**config.mk**
```make
export PLATFORM = sky130hd
export DESIGN_NAME = move_detector
export DESIGN_NICKNAME = d
export VERILOG_FILES = /design/src/rtl/move_detector.sv
export SDC_FILE = /design/constraint.sdc
export NUM_CORES = 1
export LEC_CHECK = 0
export CAP_MARGIN = 5
export CORE_MARGIN = 2
export CORE_UTILIZATION = 30
export CTS_CLUSTER_DIAMETER = 30
export DETAILED_ROUTE_END_ITERATION = 8
export GPL_ROUTABILITY_DRIVEN = 1
export PLACE_DENSITY_LB_ADDON = 0.3
export SYNTH_ARGS = -nofsm -noshare
export SYNTH_HDL_FRONTEND = slang
export SYNTH_SLANG_ARGS = --single-unit
export TNS_END_PERCENT = 20
```
**constraint.sdc**
```tcl
create_clock -name clk -period 5.43 [get_ports clk]
set_input_delay 0.543 -clock clk [delete_from_list [all_inputs] [get_ports clk]]
set_output_delay 0.543 -clock clk [all_outputs]
set_load 0.1 [all_outputs]
```
**src/rtl/move_detector.sv**
```systemverilog
// Chessboard move detector: debounces occupancy snapshots and reports quiet moves and captures.
// Optional capture tracking (LIFT2 state, capture output) is enabled with `define MOVE_DETECTOR_CAPTURE_EN.
module move_detector #(
    parameter int STABLE_SNAPS = 4
) (
    input  logic        clk,
    input  logic        reset,
    input  logic [63:0] chessLayout,
    input  logic        layout_valid,
    input  logic        resync,
    output logic [5:0]  move_from,
    output logic [5:0]  move_to,
    output logic        capture,
    output logic        move_valid,
    input  logic        move_ready,
    output logic        error
);

    localparam logic [63:0] INIT_BOARD = 64'hFFFF_0000_0000_FFFF;
    localparam int          CW         = $clog2(STABLE_SNAPS + 1);

    typedef enum logic [2:0] {
        IDLE,
        LIFT1,
`ifdef MOVE_DETECTOR_CAPTURE_EN
        LIFT2,
`endif
        REPORT,
        ERROR
    } state_t;

    function automatic logic isOneHot(input logic [63:0] x);
        return (x != '0) && ((x & (x - 64'd1)) == '0);
    endfunction

    function automatic logic [5:0] bitIndex(input logic [63:0] x);
        logic [5:0] idx;
        idx = '0;
        for (int i = 0; i < 64; i++) begin
            if (x[i]) idx = 6'(i);
        end
        return idx;
    endfunction

    state_t        r_state;
    logic [63:0]   r_prevSample;
    logic [CW-1:0] r_cnt;
    logic [63:0]   r_stable;
    logic          r_stableEvt;
    logic [63:0]   r_committed;
    logic [63:0]   r_pending;
    logic [5:0]    r_from;
    logic [5:0]    r_to;

    state_t        w_nextState;
    logic [63:0]   w_nextCommitted;
    logic [63:0]   w_nextPending;
    logic [5:0]    w_nextFrom;
    logic [5:0]    w_nextTo;
    logic          w_match;
    logic          w_sat;
    logic [CW-1:0] w_cntNext;
    logic          w_accept;
    logic [63:0]   w_lifted;
    logic [63:0]   w_placed;
    logic [63:0]   w_fromMask;

`ifdef MOVE_DETECTOR_CAPTURE_EN
    logic [5:0]    r_capSq;
    logic          r_capture;
    logic [5:0]    w_nextCapSq;
    logic          w_nextCapture;
    logic [63:0]   w_otherLift;
`endif

    // The counter saturates once a board is accepted, so a held board fires only once.
    assign w_match   = (chessLayout == r_prevSample);
    assign w_sat     = (r_cnt == CW'(STABLE_SNAPS - 1));
    assign w_cntNext = !w_match ? '0 : (w_sat ? r_cnt : r_cnt + 1'b1);
    assign w_accept  = (w_cntNext == CW'(STABLE_SNAPS - 1)) && !(w_match && w_sat);

    always_ff @(posedge clk) begin
        if (!reset) begin
            r_prevSample <= INIT_BOARD;
            r_cnt        <= '0;
            r_stable     <= INIT_BOARD;
            r_stableEvt  <= 1'b0;
        end else begin
            r_stableEvt <= 1'b0;
            if (layout_valid) begin
                r_prevSample <= chessLayout;
                r_cnt        <= w_cntNext;
                if (w_accept) begin
                    r_stable    <= chessLayout;
                    r_stableEvt <= 1'b1;
                end
            end
        end
    end

    assign w_lifted   = r_committed & ~r_stable;
    assign w_placed   = ~r_committed & r_stable;
    assign w_fromMask = 64'd1 << r_from;
`ifdef MOVE_DETECTOR_CAPTURE_EN
    assign w_otherLift = w_lifted & ~w_fromMask;
`endif

    always_ff @(posedge clk) begin
        if (!reset) begin
            r_state     <= IDLE;
            r_committed <= INIT_BOARD;
            r_pending   <= INIT_BOARD;
            r_from      <= '0;
            r_to        <= '0;
`ifdef MOVE_DETECTOR_CAPTURE_EN
            r_capSq     <= '0;
            r_capture   <= 1'b0;
`endif
        end else begin
            r_state     <= w_nextState;
            r_committed <= w_nextCommitted;
            r_pending   <= w_nextPending;
            r_from      <= w_nextFrom;
            r_to        <= w_nextTo;
`ifdef MOVE_DETECTOR_CAPTURE_EN
            r_capSq     <= w_nextCapSq;
            r_capture   <= w_nextCapture;
`endif
        end
    end

    // Diffs are only acted on when a freshly debounced board arrives; resync overrides everything.
    always_comb begin
        w_nextState     = r_state;
        w_nextCommitted = r_committed;
        w_nextPending   = r_pending;
        w_nextFrom      = r_from;
        w_nextTo        = r_to;
`ifdef MOVE_DETECTOR_CAPTURE_EN
        w_nextCapSq     = r_capSq;
        w_nextCapture   = r_capture;
`endif
        if (resync) begin
            w_nextState     = IDLE;
            w_nextCommitted = r_stable;
        end else begin
            case (r_state)
                IDLE: if (r_stableEvt) begin
                    if (w_lifted == '0 && w_placed == '0) begin
                        w_nextState = IDLE;
                    end else if (isOneHot(w_lifted) && w_placed == '0) begin
                        w_nextState = LIFT1;
                        w_nextFrom  = bitIndex(w_lifted);
                    end else begin
                        w_nextState = ERROR;
                    end
                end
                LIFT1: if (r_stableEvt) begin
                    if (r_stable == r_committed) begin
                        w_nextState = IDLE;
                    end else if (w_lifted == w_fromMask && isOneHot(w_placed)) begin
                        w_nextState   = REPORT;
                        w_nextTo      = bitIndex(w_placed);
                        w_nextPending = r_stable;
`ifdef MOVE_DETECTOR_CAPTURE_EN
                        w_nextCapture = 1'b0;
                    end else if (w_lifted[r_from] && isOneHot(w_otherLift) && w_placed == '0) begin
                        w_nextState = LIFT2;
                        w_nextCapSq = bitIndex(w_otherLift);
`endif
                    end else begin
                        w_nextState = ERROR;
                    end
                end
`ifdef MOVE_DETECTOR_CAPTURE_EN
                LIFT2: if (r_stableEvt) begin
                    if (w_lifted == (w_fromMask | (64'd1 << r_capSq)) && w_placed == '0) begin
                        w_nextState = LIFT2;
                    end else if (w_lifted == w_fromMask && w_placed == '0) begin
                        w_nextState   = REPORT;
                        w_nextTo      = r_capSq;
                        w_nextCapture = 1'b1;
                        w_nextPending = r_stable;
                    end else begin
                        w_nextState = ERROR;
                    end
                end
`endif
                REPORT: if (move_ready) begin
                    w_nextState     = IDLE;
                    w_nextCommitted = r_pending;
                end
                ERROR: if (r_stableEvt && r_stable == r_committed) begin
                    w_nextState = IDLE;
                end
                default: w_nextState = IDLE;
            endcase
        end
    end

    assign move_valid = (r_state == REPORT);
    assign error      = (r_state == ERROR);
    assign move_from  = r_from;
    assign move_to    = r_to;
`ifdef MOVE_DETECTOR_CAPTURE_EN
    assign capture    = r_capture;
`else
    assign capture    = 1'b0;
`endif

endmodule
```
==> impl_metrics.py, run 1 <==
metrics = {
    "sta": {
        "finalHoldViolCount": 0,
        "setup_viol": 0,
        "fin_setup_tns_ns": 0,
        "finClkSkew_ns": 0.0234,
        "min_period_ns": 5.04,
        "period_share": 0.928,
        "timing.fmax_ghz": 0.198,
        "tightest_slew_ns": 1.13,
        "rsz0062_at_grt": "false",
        "relSlewSlack": 0.242,
        "maxSlewViolCount": 0,
    },
    "global_routing": {
        "grt_overflow": 0,
        "grt_antenna_before_repair": 1,
        "grt_max_degree": 84,
        "grt_pass1_vias": 18300,
        "grtUsageTotal": 0.250,
        "grt_pass1_wl_um": 121000,
    },
    "clock_network": {
        "ctsResizeCount": 0,
        "insertion_delay_ns": 0.59,
        "cts_hold_buf": 0,
        "cts_buffers": 69,
        "tritoncts": "built",
        "cts_max_level": 3,
        "postCtsSetupRepairBufs": 0,
        "path_clk_slew_ns": 0.05,
        "cts.sinks": 274,
        "clock-root-buffer": "clkbuf_16",
        "clock_path_buffers": 3,
    },
    "synthesis": {
        "synthArstFlopShare": 0,
        "synth-compound-area-share": 0.181,
        "synth.avg_cell_area_um2": 7.84,
        "synth_edf_count": 0,
        "yosysWarningCount": 0,
        "yosys.area_share.adder": 0.0865,
        "synthXorXnorAreaFrac": 0.0311,
        "syn_area_um2": 18900,
        "synth_nets": 2610,
        "synth_top_family_by_area": "simple AND/OR/NAND/NOR gates",
        "yosysSeqAreaShare": 0.290,
        "synth_cell_types": 88,
        "synth_mux_area_frac": 0.107,
        "yosys.area_share.simple": 0.234,
        "synth_seq_cells": 274,
        "synth_cells": 2412,
        "synth_ff_type": "dfxtp_1",
    },
    "placed_design": {
        "finalWeightedCongestion": 1.01,
        "io_buffers": 82,
        "dp_hpwl_um": 61600,
        "place_inst": 3222,
    },
    "final_layout": {
        "layout_common_cells": "274 x dfxtp_1, 200 x nor2_1, 200 x mux2i_1",
        "final_common_cell": "dfxtp_1",
        "layout-drive-gt1-share": 0.0924,
        "multi_input_area_um2": 12100,
        "fin_cells": 3348,
        "register_area_um2": 5490,
        "num-fill-cells": 6447,
        "syn_to_final_growth_pct": 22.9,
        "layout.nets": 2645,
    },
    "floorplan": {
        "die_w_um": 255,
        "fp.dieArea_um2": 65000,
        "num_rows": 92,
        "core_um2": 62600,
        "fp.dieH_um": 255,
        "start_util": 0.302,
        "io_pins": 84,
    },
    "routing": {
        "first_pass_iters": 6,
        "drt_iter0_markers": 1953,
        "routedWlPerCell_um": 24.6,
        "routed_wl_um": 82400,
        "drc": 0,
        "routed_via_density": 5.73,
        "antenna_left": 0,
        "vias": 19200,
    },
    "power": {
        "vdd_drop_max_v": 0.000278,
        "power_density_nw_per_um2": 308,
        "cellLeakagePower_uw": 0.00989,
    },
    "critical_path": {
        "worst-endpoint-required_ns": 5.84,
        "path_class": "flop to flop",
        "start_kind": "flop",
        "cp_max_fo": 51,
        "worstPathArrival_ns": 5.46,
        "critPathCaptureType": "flop",
    },
    "outcome": {
        "status": "finished, final reports clean",
    },
    "job": {
        "max_cap_viol_count": 0,
    },
    "hold_path": {
        "hold_path.class": "flop to flop",
    },
}
## report_power, final
group | internal [uW] | switching [uW]
clock network | 3140 | 1370
registers | 2060 | 28.5
logic | 217 | 347
## path summary, 6_finish.rpt
| check | from | to | slack [ns] | cells after the start |
|---|---|---|---|---|
| max | r_committed[32] | r_pending[8] | 0.39 | 12 |
| min | r_pending[46] | r_pending[46] | 0.47 | 2 |
| max reg2reg | r_committed[32] | r_pending[8] | 0.39 | 12 |
| min reg2reg | r_pending[46] | r_pending[46] | 0.47 | 2 |
## cells in the mapped netlist, types with 8 or more instances
cell       count  area share
o21ai_0      166       0.044
a211oi_1      49       0.019
a21oi_1      132       0.035
or4_1         26       0.010
nand4b_1      17      0.0079
o31ai_1       23      0.0091
nand4_1       60       0.020
o21bai_1      11      0.0044
and4_1         8      0.0037
ha_1         129       0.085
a22oi_1        8      0.0032
nand2_1      195       0.039
xnor2_1       65       0.030
o211ai_1      16      0.0064
or2_2         15      0.0050
nor4b_1       14      0.0065
nor4_1        61       0.020
o21a_1         8      0.0032
inv_1        169       0.034
nor3_1        91       0.024
a31oi_1       13      0.0043
o41ai_1       12      0.0056
nand3b_1       9      0.0036
dfxtp_1      274        0.29
nor2_1       200       0.040
mux2i_1      200        0.11
buf_1         19      0.0038
a2111oi_0      9      0.0042
nor2b_1       12      0.0040
clkbuf_1     154       0.031
nand2b_1      14      0.0046
or3_1         13      0.0043
nand3_1       64       0.017
## state kept, by name, summed over array words and instances (netlist names)
| register | count |
|---|---|
| r_stable | 64 |
| r_state | 2 |
| r_pending | 64 |
| move_from | 6 |
| r_prevSample | 64 |
| r_committed | 64 |
| move_to | 6 |
| r_cnt | 3 |
| r_stableEvt | 1 |
## cell type report
type / count / area share
repair buffers: 144 / 0.0583
clock inverters: 42 / 0.0297
clock buffers: 83 / 0.0805
multi-input cells: 1787 / 0.522
diodes: 1 / 0.000108
flip-flops and latches: 274 / 0.236
well taps: 846 / 0.0456
inverters: 171 / 0.0278
## cells by family after synthesis
family	after synthesis
xor gates and xnor gates	67
adders and majority gates	131
AOI/OAI and AO/OA	535
muxes	201
DFF	274
and+or+nand+nor	852
buffers and inverters	351
other	1
## metrics by stage
step                setup slack, ns  hold WS [ns]  area (um2)  power (uW)   util
floorplan                     0.654         0.449       18900        2440      -
global placement              0.555         0.455       20700        2680  0.330
detailed placement            0.583         0.466       20700        2680  0.330
CTS                           0.511         0.470       23200        7210  0.371
global route                  0.140         0.495       23200        7370  0.371
finish                        0.388         0.473       23200        7160  0.371
## critical path: stages (launching register included)
cell	delay, ns
dfxtp_1	0.37
inv_1	0.06
ha_1	0.30
or4_1	0.68
nor4b_1	0.68
or3b_4	0.50
o41ai_1	0.46
nand2_1	0.12
nor2b_1	0.17
or4b_2	0.87
buf_12	0.29
nor3_1	0.21
o21ai_0	0.11
## layer usage
metal | track usage | wire [um]
met1 | 0.333 | 35800
met4 | 0.128 | 4510
met2 | 0.386 | 35900
met3 | 0.0441 | 6180
met5 | 0 | 0
No activity file was read; power rests on OpenSTA's default activity.
==> inputs of run 2 (changes only) <==
--- a/constraint.sdc
+++ b/constraint.sdc
@@ -3,2 +3,2 @@
 set_output_delay 0.543 -clock clk [all_outputs]
-set_load 0.1 [all_outputs]
+set_load 0.02 [all_outputs]
==> results of run 2 <==
The final DEF is identical to that of run 1. Status: finished, final reports clean.
==> inputs of run 3 (changes only) <==
CORE_MARGIN = unset   (was 2)
CTS_BUF_LIST = sky130_fd_sc_hd__clkbuf_4 sky130_fd_sc_hd__clkbuf_8 sky130_fd_sc_hd__clkbuf_16   (was unset)
==> run 3 against run 2 <==
  * Critical path depth stayed put
  * Global-route usage is 0.33 points higher
  * Largest cell class unchanged
  * Routed wire length is 0.20% lower
  * Non-clock buffer count is 10 higher
  * Register-to-register slack worse by 0.08 ns
  * Sequential cell count stayed put
  * Worst setup slack worse by 0.081 ns
  * Total power is 2.2% lower
  * Die area is 1.6% lower
  * Sequential share of layout area hardly changed
  * Highest routed layer unchanged
  * Hold slack worse by 0.10 ns
  * Cell area hardly changed
==> impl_metrics.py, run 3 (synthesis gave the netlist of run 1 again) <==
metrics = {
    "clock_network": {
        "path_clk_slew_ns": 0.05,
        "cts_hold_buf": 0,
        "insertion_delay_ns": 0.61,
        "cts.sinks": 274,
        "postCtsSetupRepairBufs": 0,
        "cts_max_level": 3,
        "cts_buffers": 70,
        "clock-root-buffer": "clkbuf_16",
        "clock_path_buffers": 3,
        "tritoncts": "built",
        "ctsResizeCount": 0,
    },
    "critical_path": {
        "worst-path-buf-inv": 2,
        "worstPathArrival_ns": 5.54,
        "max_stage_delay_ns": 0.84,
        "crit_family": "simple AND/OR/NAND/NOR gates",
        "start_kind": "flop",
        "worst-endpoint-required_ns": 5.84,
        "crit_chain": "inv_1 -> ha_1 -> nor4_1 -> nand3_1 -> o31ai_1 -> o211ai_1 -> nor4b_1 -> nand3_1 -> or4b_2 -> buf_4 -> nor3_1 -> o21ai_0",
        "critPathCaptureType": "flop",
        "cp_max_fo": 51,
        "setup.worst_path.start": "r_committed[4]",
        "critPathSlowestCell": "nor4b_1",
        "path_class": "flop to flop",
        "crit_top_cell": "nand3_1",
        "reg2reg_from": "r_committed[4]",
    },
    "final_layout": {
        "layout-drive-gt1-share": 0.0986,
        "layout_common_cells": "274 x dfxtp_1, 200 x nor2_1, 200 x mux2i_1",
        "num-fill-cells": 6393,
        "final_common_cell": "dfxtp_1",
        "syn_to_final_growth_pct": 22.9,
        "fin_cells": 3351,
        "layout.nets": 2656,
        "diodes": 0,
    },
    "floorplan": {
        "die_w_um": 253,
        "core_um2": 61900,
        "io_pins": 84,
        "fp.dieArea_um2": 64000,
        "start_util": 0.305,
        "fp.dieH_um": 253,
        "num_rows": 91,
    },
    "sta": {
        "finClkSkew_ns": 0.0434,
        "setup_viol": 0,
        "period_share": 0.943,
        "setup_ws_ns": 0.307,
        "relSlewSlack": 0.113,
        "fin_setup_tns_ns": 0,
        "rsz0062_at_grt": "false",
        "timing.fmax_ghz": 0.195,
        "min_period_ns": 5.12,
        "tightest_slew_ns": 1.32,
        "maxSlewViolCount": 0,
        "finalHoldViolCount": 0,
    },
    "power": {
        "p_switching_uw": 1740,
        "p_clk_frac": 0.620,
        "combPwrFrac": 0.081,
        "power_density_nw_per_um2": 301,
        "cellLeakagePower_uw": 0.00993,
        "p_int_uw": 5260,
        "p_total_uw": 7000,
        "swShare": 0.249,
        "vdd_drop_max_v": 0.000247,
        "seq_power_share": 0.298,
    },
    "placed_design": {
        "finalWeightedCongestion": 1.02,
        "preCtsSetupSlack_ns": 0.631,
        "place_inst": 3223,
        "dp_hpwl_um": 61600,
        "io_buffers": 82,
    },
    "routing": {
        "vias": 19200,
        "drt_iter0_markers": 1911,
        "first_pass_iters": 8,
        "drc": 0,
        "routedWlPerCell_um": 24.5,
        "antenna_left": 0,
        "routed_via_density": 5.72,
        "routed_wl_um": 82300,
    },
    "hold_path": {
        "hold_path.class": "input port to flop",
        "hp-start": "reset",
    },
    "global_routing": {
        "grt_max_degree": 106,
        "grtUsageTotal": 0.253,
        "grt_antenna_before_repair": 0,
        "grt_pass1_wl_um": 121000,
        "grt_overflow": 0,
        "grt_pass1_vias": 18400,
    },
    "job": {
        "max_cap_viol_count": 0,
    },
    "outcome": {
        "status": "finished, final reports clean",
    },
}
[run 3: per-stage QoR]
step	util	cell area (um2)	hold slack [ns]
global placement	0.334	20700	0.456
floorplan	-	18900	0.449
global route	0.375	23200	0.350
detailed placement	0.334	20700	0.467
finish	0.375	23200	0.368
CTS	0.375	23200	0.326
[run 3: final timing paths]
path / end / slack [ns] / cells past startpoint
worst max-delay path: r_pending[1] / 0.31 / 12
worst min-delay path: r_prevSample[58] / 0.37 / 2
worst min register to register: r_pending[33] / 0.47 / 2
worst max register to register: r_pending[1] / 0.31 / 12
[run 3: power groups by stage]
stage | clock network, uW | logic, uW | registers [uW]
2_1_floorplan | 0 | 320 | 2120
3_3_place_gp | 0 | 562 | 2120
3_5_place_dp | 0 | 562 | 2120
4_1_cts | 4400 | 566 | 2090
5_1_grt | 4500 | 604 | 2090
6_report | 4340 | 570 | 2090
[run 3: worst register-to-register path, delay by kind of cell (launching register included)]
family	cells	cell delay, ns
and+or+nand+nor	6	3.18
adders and majority gates	1	0.25
buffers and inverters	2	0.37
AOI/OAI and AO/OA	3	0.78
DFF	1	0.35
[run 3: final cells by class]
class / instances / area (um2) / area share
Clock buffer: 92 / 1980 / 0.0855
Clock inverter: 36 / 546 / 0.0235
Inverter: 171 / 644 / 0.0278
Multi-Input combinational cell: 1787 / 12100 / 0.521
Sequential cell: 274 / 5490 / 0.236
Tap cell: 837 / 1050 / 0.0451
Timing Repair Buffer: 154 / 1400 / 0.0605
[run 3: per-layer routing]
metal | share of wire | track usage | vias up | routed length, um
met5 | 0 | 0 | - | 0
met1 | 0.44 | 0.329 | 9294 | 35900
met3 | 0.070 | 0.0492 | 213 | 5790
met2 | 0.45 | 0.402 | 855 | 36900
li1 | - | - | 8815 | -
met4 | 0.045 | 0.117 | 0 | 3670
